### config.mk
export PLATFORM = sky130hd
export DESIGN_NAME = fetch_stage
export DESIGN_NICKNAME = d
export VERILOG_FILES = /design/src/rtl/cpu_pkg.sv /design/src/rtl/fetch_pc_reg.sv /design/src/rtl/fetch_stage.sv
export SDC_FILE = /design/constraint.sdc
export NUM_CORES = 1
export LEC_CHECK = 0
export BUFFER_PORTS_ARGS = -buffer_cell sky130_fd_sc_hd__buf_4
export CAP_MARGIN = 20
export CORE_UTILIZATION = 40
export CTS_CLUSTER_SIZE = 12
export DETAILED_ROUTE_END_ITERATION = 16
export GPL_TIMING_DRIVEN = 0
export SLEW_MARGIN = 10
export SYNTH_ARGS = -nofsm -noshare
export SYNTH_HDL_FRONTEND = slang
export SYNTH_SLANG_ARGS = --single-unit
### constraint.sdc
create_clock -name clk -period 3.8 [get_ports clk]
set_input_delay 0.76 -clock clk [delete_from_list [all_inputs] [get_ports clk]]
set_output_delay 0.76 -clock clk [all_outputs]
set_load 0.05 [all_outputs]
### src/rtl/cpu_pkg.sv
// cpu_pkg: shared fetch FSM states and architectural constants
package cpu_pkg;
  typedef enum logic [1:0] {IDLE, FETCH, DISCARD, FULL} fetch_state_t;
  localparam logic [31:0] NOP_INSTR = 32'h0;
  localparam int PC_STEP = 4;
  localparam logic [31:0] RESET_PC = 32'h0;
endpackage

### src/rtl/fetch_pc_reg.sv
// fetch_pc_reg: program counter with load and increment enables; load has priority
module fetch_pc_reg #(
  parameter int PC_WIDTH = 32,
  parameter logic [PC_WIDTH-1:0] RESET_PC = '0,
  parameter int PC_STEP = 4
) (
  input  logic                clk,
  input  logic                rst,
  input  logic                load,
  input  logic [PC_WIDTH-1:0] load_addr,
  input  logic                inc,
  output logic [PC_WIDTH-1:0] pc
);
  always_ff @(posedge clk or negedge rst) begin
    if (!rst) pc <= RESET_PC;
    else if (load) pc <= load_addr;
    else if (inc) pc <= pc + PC_WIDTH'(PC_STEP);
  end
endmodule

### src/rtl/fetch_stage.sv
// fetch_stage: instruction fetch over a req/ack memory port with a one-entry output buffer
module fetch_stage #(
  parameter int PC_WIDTH = 32,
  parameter int INSTR_WIDTH = 32,
  parameter logic [PC_WIDTH-1:0] RESET_PC = PC_WIDTH'(cpu_pkg::RESET_PC),
  parameter int PC_STEP = cpu_pkg::PC_STEP
) (
  input  logic                   clk,
  input  logic                   rst,
  input  logic                   freeze,
  input  logic                   branch_taken,
  input  logic [PC_WIDTH-1:0]    branch_addr,
  output logic                   imem_req,
  output logic [PC_WIDTH-1:0]    imem_addr,
  input  logic                   imem_ack,
  input  logic [INSTR_WIDTH-1:0] imem_rdata,
  output logic                   out_valid,
  output logic [PC_WIDTH-1:0]    out_pc,
  output logic [INSTR_WIDTH-1:0] out_instruction
);
  import cpu_pkg::*;
  fetch_state_t state, state_nxt;
  logic [PC_WIDTH-1:0] pc, tgt, load_addr;
  logic pc_load, tgt_load, cap, flush;
  fetch_pc_reg #(.PC_WIDTH(PC_WIDTH), .RESET_PC(RESET_PC), .PC_STEP(PC_STEP)) u_pc (
    .clk(clk), .rst(rst), .load(pc_load), .load_addr(load_addr), .inc(cap), .pc(pc)
  );
  assign imem_req = state == FETCH || state == DISCARD;
  assign imem_addr = pc;
  // a branch arriving with the discard ack is newer than the stored target
  assign load_addr = (state == DISCARD && !branch_taken) ? tgt : branch_addr;
  always_comb begin
    state_nxt = state;
    pc_load = 1'b0;
    tgt_load = 1'b0;
    cap = 1'b0;
    flush = 1'b0;
    case (state)
      IDLE: state_nxt = FETCH;
      FETCH: begin
        cap = imem_ack && !branch_taken;
        pc_load = imem_ack && branch_taken;
        tgt_load = !imem_ack && branch_taken;
        state_nxt = imem_ack ? (branch_taken ? FETCH : FULL) : (branch_taken ? DISCARD : FETCH);
      end
      DISCARD: begin
        pc_load = imem_ack;
        tgt_load = !imem_ack && branch_taken;
        state_nxt = imem_ack ? FETCH : DISCARD;
      end
      FULL: begin
        pc_load = branch_taken;
        flush = branch_taken || !freeze;
        state_nxt = flush ? FETCH : FULL;
      end
      default: state_nxt = IDLE;
    endcase
  end
  always_ff @(posedge clk or negedge rst) begin
    if (!rst) begin
      state <= IDLE;
      tgt <= '0;
      out_valid <= 1'b0;
      out_pc <= '0;
      out_instruction <= INSTR_WIDTH'(NOP_INSTR);
    end else begin
      state <= state_nxt;
      if (tgt_load) tgt <= branch_addr;
      if (cap) begin
        out_valid <= 1'b1;
        out_pc <= pc + PC_WIDTH'(PC_STEP);
        out_instruction <= imem_rdata;
      end else if (flush) begin
        out_valid <= 1'b0;
        out_pc <= '0;
        out_instruction <= INSTR_WIDTH'(NOP_INSTR);
      end
    end
  end
endmodule
==> results of run 1 <==
-- final timing paths --
| kind | start | endpoint | slack [ns] |
|---|---|---|---|
| max reg2reg | u_pc.pc[2] | out_pc[30] | 1.31 |
| min reg2reg | out_pc[31] | out_pc[31] | 0.48 |
| min in group clk | out_pc[31] | out_pc[31] | 0.48 |
| max in group asynchronous | rst | out_instruction[7] | 2.77 |
| min | rst | tgt[25] | 0.29 |
| max | u_pc.pc[2] | out_pc[30] | 1.31 |
-- synth_stat cells (all sizes together) (2+ instances only) --
master	n
xnor2	12
nand2b	2
and3	4
o211ai	15
inv	7
and4	8
a31oi	15
buf	12
or4	23
nand4	15
ha	8
nor3	4
a22o	34
nand3	28
a221o	2
dfrtp	131
and2	2
or3	14
o21ai	34
mux2	58
o31ai	5
nand2	58
nor2	27
mux2i	6
xor2	14
clkbuf	30
nor4	4
a21oi	9
-- worst register-to-register path, stage by stage, from the launching register on --
cell and delay (ns):
dfrtp_1 0.54, ha_1 0.23, clkbuf_8 0.17, nand4_1 0.07
or4_1 0.55, buf_2 0.20, o311a_1 0.36, a221o_1 0.26
-- routing by layer --
layer | wire [microns] | vias to the layer above | GRT usage [%]
met3 | 1110 | 18 | 4.91
met4 | 270 | 0 | 8.17
met2 | 8450 | 164 | 36.6
li1 | - | 2551 | -
met1 | 8250 | 2573 | 30.6
met5 | 0 | - | 0
-- stage by stage --
| stage | instance area, sq um | util (%) | total power (uW) | cells |
|---|---|---|---|---|
| 3_3_place_gp | 7920 | 51.3 | 6890 | 964 |
| 3_5_place_dp | 7950 | 51.5 | 6970 | 965 |
| 4_1_cts | 8580 | 55.6 | 8740 | 997 |
| 2_1_floorplan | 6410 | - | 5520 | 587 |
| 6_report | 8580 | 55.6 | 8690 | 997 |
| 5_1_grt | 8580 | 55.6 | 9140 | 997 |
-- layout by cell type, fill, tap and decap left out, types with 5 or more instances in the layout --
cell type	n
buf_4	166
xnor2_1	12
o21ai_0	34
clkbuf_16	17
mux2_2	58
a21oi_1	9
or4_1	22
dfrtp_1	131
nand3_1	28
nor2_1	27
or3_1	11
o31ai_1	5
clkbuf_1	26
and4_1	7
nand2_1	58
a22o_1	34
ha_1	8
nand4_1	12
inv_1	7
buf_2	5
xor2_1	14
a31oi_1	15
o211ai_1	15
mux2i_1	6
-- logic make-up (layout without fill, tap and decap cells) --
family	count (synthesis)	count (layout)	share of synthesized area (%)
AND/OR/NAND/NOR	190	190	15.8
multiplexers	64	64	11.1
AO/OA/AOI/OAI	119	119	12.9
buffers and inverters	49	248	4.00
adder cells (fa/ha/maj)	8	8	1.56
XOR/XNOR	26	26	3.55
flip-flops	131	131	51.1
-- area by class of cell --
cell class                      count  area share (%)
Sequential cell                   131            38.2
Clock inverter                     15            2.39
Inverter                            7           0.306
Tap cell                          211            3.08
Multi-Input combinational cell    407            33.5
Buffer                             42            2.68
Timing Repair Buffer              167            14.9
Clock buffer                       17            4.96
-- sequential cells by signal (all words and copies together), names as in the netlist --
signal           cells
tgt                 32
out_pc              32
state                2
u_pc.pc             32
out_instruction     32
out_valid            1
-- where the power goes --
part	leakage [uW]	total (uW)	switching [uW]	internal (uW)
Sequential	0.00161	2660	602	2050
Combinational	0.00198	4290	2860	1440
Clock	0.000300	1740	639	1100
Total	0.00389	8690	4100	4590
==> out/qor.csv, run 1 <==
metric,value,unit
yosysTopAreaCell,dfrtp_1,
leakage,0.00389,uW
cts_buffers,17,
setup_viol,0,
finalHoldViolations,0,
syn_to_final_growth,33.9,%
drc,0,
dp_slack,0.894,ns
grt_max_degree,72,
cts_buffer_depth,2,
portBuffers,166,
crit_arrival,2.80,ns
yosysWarnings,0,
post_cts_buffers,0,
path_clk_slew,0.06,ns
ir_drop,0.388,mV
die_w,129,microns
core,15400,sq um
die_h,129,microns
tritoncts,done,
startpoint_type,flop,
overflow,0,
cts_root_buffer,clkbuf_16,
ys_seq_area_share,51.1,%
avgSynthCellArea,10.9,sq um
initialDrtViolationCount,268,
grt_pass1_vias,5270,
synth_seq_cells,131,
wl_per_cell,18.1,microns
cp_cell_sequence,"ha_1, clkbuf_8, nand4_1, or4_1, buf_2, o311a_1, a221o_1",
synth_area_leaders,"dfrtp_1 (51%), mux2_2 (10%), a22o_1 (4.6%)",
dieArea,16500,sq um
cts-resized-gates,0,
critPathKind,reg2reg,
critical_path_peak_fanout,9,
hold_buffers,0,
vias,5306,
htree_num_levels,4,
antenna_found_initial,1,
crit_slowest_cell,or4_1,
end_kind,flop,
regArea,3280,sq um
synth_cells,587,
drive_gt1_share,35.5,%
synth_top_area_share,51.1,%
max_slew_margin,41.2,%
hold_ws,0.289,ns
track_usage,22.9,%
status,completed,
clock.fmax,401,MHz
slowest_delay,0.55,ns
ant_nets,0,
rr_worst_depth,7,
postSynth.asyncResetShare,100,%
synth_nets,664,
maxSlewViolCount,0,
fin_setup_tns,0,ns
path_buf_inv,2,
insertedDiodeCount,0,
multiInputGateArea,2880,sq um
rsz0062_at_grt,false,
place_congestion,0.852,
dp_hpwl,13500,microns
maxCapViolCount,0,
finalCritPeriodShare,65.6,%
cts.sinks,131,
synth_ff_type,dfrtp_1,
min_period,2.49,ns
crit_family,simple AND/OR/NAND/NOR gates,
io_pins,167,
netlist_area,6410,sq um
n_fill_cell,1411,
synth-edff-count,0,
wirelength,18100,microns
grt_pass1_wl,28700,microns
clk-insertion-delay-late,0.43,ns
drtPass1Iterations,5,
vias_per_cell,5.32,
tightestPinTransition,0.883,ns
final_nets,850,
powerDensity,1010,nW/um^2
initial_core_util,41.5,%
cp.required,4.10,ns
setup_slack,1.31,ns
yosysUniqueCellTypes,42,
rows,45,
skew,0.0106,ns
hold_path_class,in2async,
cp.depth,7,
No activity file was read; power rests on OpenSTA's default activity.
==> run 2: changes to the inputs <==
--- a/config.mk
+++ b/config.mk
@@ -11,6 +11,7 @@
 export CTS_CLUSTER_SIZE = 12
 export DETAILED_ROUTE_END_ITERATION = 16
 export GPL_TIMING_DRIVEN = 0
+export PLACE_DENSITY = 0.66
 export SLEW_MARGIN = 10
 export SYNTH_ARGS = -nofsm -noshare
 export SYNTH_HDL_FRONTEND = slang
==> constraint.sdc (replaced) <==
create_clock -name clk -period 2.2 [get_ports clk]
set_input_delay 0.44 -clock clk [delete_from_list [all_inputs] [get_ports clk]]
set_output_delay 0.44 -clock clk [all_outputs]
set_load 0.05 [all_outputs]
==> run 2 against run 1 <==
Compared with the run above: worst hold slack got worse by 0.041 ns; highest routed layer unchanged; power grew 72%; clock-buffer cell count grew 1; largest cell class unchanged; sequential share of layout area down 0.14 points.
==> out/qor.csv, run 2 (synthesis results as in run 1) <==
metric,value,unit,change
status,completed,,
initial_core_util,41.5,%,unchanged
maxSlewViolCount,0,,unchanged
antenna_found_initial,0,,-1
crit_slowest_cell,or4_1,,
dpl.cell_count,965,,unchanged
stdcell_count,1001,,+0.40%
insertedDiodeCount,0,,unchanged
crit_arrival,2.44,ns,-0.36 ns
setup_viol,0,,unchanged
tritoncts,done,,
slowest_delay,0.45,ns,-0.10 ns
clk-insertion-delay-late,0.42,ns,about the same
max_slew_margin,61.9,%,+21 points
cts_buffers,17,,unchanged
end_kind,flop,,
skew,0.0122,ns,+0.00166 ns
maxCapViolCount,0,,unchanged
p_total,15000,uW,+72%
finalHoldViolations,0,,unchanged
vias,5470,,+3.1%
ant_nets,0,,unchanged
path_clk_slew,0.06,ns,about the same
place_congestion,0.848,,-0.52%
multiInputGateArea,2920,sq um,+1.4%
critPathKind,reg2reg,,
tightestPinTransition,0.572,ns,-0.311 ns
min_period,2.14,ns,-0.351 ns
finalCritPeriodShare,97.4,%,+32 points
layout_common_cells,"buf_4 (172), dfrtp_1 (113), nand2_1 (58), mux2_2 (58)",,
dp_hpwl,13600,microns,+1.1%
vias_per_cell,5.46,,+2.7%
leakage,0.00391,uW,+0.56%
track_usage,22.4,%,-0.48 points
cts.sinks,131,,unchanged
ir_drop,0.661,mV,+70%
drtPass1Iterations,5,,unchanged
core,15400,sq um,unchanged
dp_slack,-0.507,ns,-1.40 ns
final_nets,854,,+0.47%
cp.required,2.49,ns,-1.61 ns
cts_root_buffer,clkbuf_16,,
io_pins,167,,unchanged
powerDensity,1730,nW/um^2,+71%
clock.fmax,467,MHz,+16%
wl_per_cell,18.2,microns,+0.24%
regArea,3300,sq um,+0.69%
startpoint_type,flop,,
layout_commonest_cell,buf_4,,
setup_slack,0.0571,ns,-1.25 ns
drc,0,,unchanged
overflow,0,,unchanged
wirelength,18200,microns,+0.65%
htree_num_levels,4,,unchanged
die_h,129,microns,unchanged
cp_cell_sequence,"ha_2, clkbuf_8, nand4_1, or4_1, buf_6, o311a_1, a221o_1",,
fin_setup_tns,0,ns,unchanged
drive_gt1_share,39.9,%,+4.4 points
grt_pass1_wl,28300,microns,-1.4%
n_fill_cell,1396,,-1.1%
cts_buffer_depth,2,,unchanged
critical_path_peak_fanout,9,,unchanged
fin_util,56.2,%,+0.58 points
dieArea,16500,sq um,unchanged
rsz0062_at_grt,false,,
initialDrtViolationCount,325,,+21%
portBuffers,166,,unchanged
die_w,129,microns,unchanged
syn_to_final_growth,35.3,%,
grt_max_degree,77,,+6.9%
hold_path_class,in2reg,,
grt_pass1_vias,5234,,-0.68%
rows,45,,unchanged
[run 2: cell types whose count changed in the layout (fill, tap and decap cells not counted), sizes merged]
cell / delta
inv: +2
clkinvlp: -1
bufinv: -2
dlygate4sd3: +1
buf: +5
clkbuf: -1
[run 2: layout make-up]
type                       instances  area share (%)
buffer                            40            2.87
clock buffer                      18            5.06
clock inverter                    14            1.75
inverter                           7           0.303
multi-input combinational        407            33.6
sequential                       131            38.1
tap                              211            3.04
timing repair buffer             173            15.3
[run 2: path summary, 6_finish.rpt]
check	slack, ns	to	cells past startpoint	from
worst min-delay path	0.25	out_instruction[5]	2	imem_rdata[5]
worst max register to register	0.06	out_pc[30]	7	u_pc.pc[3]
max in group asynchronous	0.89	out_pc[10]	3	rst
min in group asynchronous	0.54	tgt[20]	2	rst
worst max-delay path	0.06	out_pc[30]	7	u_pc.pc[3]
worst min register to register	0.48	out_pc[20]	2	out_pc[20]
[run 2: power breakdown]
part	internal [uW]	total, uW	switching (uW)
clock	1710	2800	1090
sequential	3580	4660	1080
combinational	2550	7520	4970
[run 2: metal layers]
layer  track usage (%)  vias up  routed length (microns)
met4              6.92        0                      210
li1                  -     2565                        -
met2              35.7      218                     8690
met1              30.1     2669                     8140
met3              5.49       18                     1160
met5                 0        -                        0
[run 2: repair_timing]
action | 4_1_cts | 5_1_grt
pin swaps | 1 | 1
hold buffers | 1 | 0
resized for setup | 9 | 15
buffers inserted | 2 | 3
endpoints found under the hold margin | 41 | 0
setup endpoints to repair | 88 | 65
[run 2: metrics by stage]
step / hold slack, ns / area (sq um)
finish: 0.249 / 8670
global placement: 0.467 / 7950
floorplan: 0.144 / 6440
global route: 0.232 / 8670
CTS: 0.226 / 8620
detailed placement: 0.430 / 7990
[run 2: worst max-delay path, delay by kind of cell, from the launching register on]
family	cells	cell delay, ns
adder cells (fa/ha/maj)	1	0.20
buffers and inverters	2	0.32
flip-flops	1	0.44
AND/OR/NAND/NOR	2	0.53
AO/OA/AOI/OAI	2	0.53
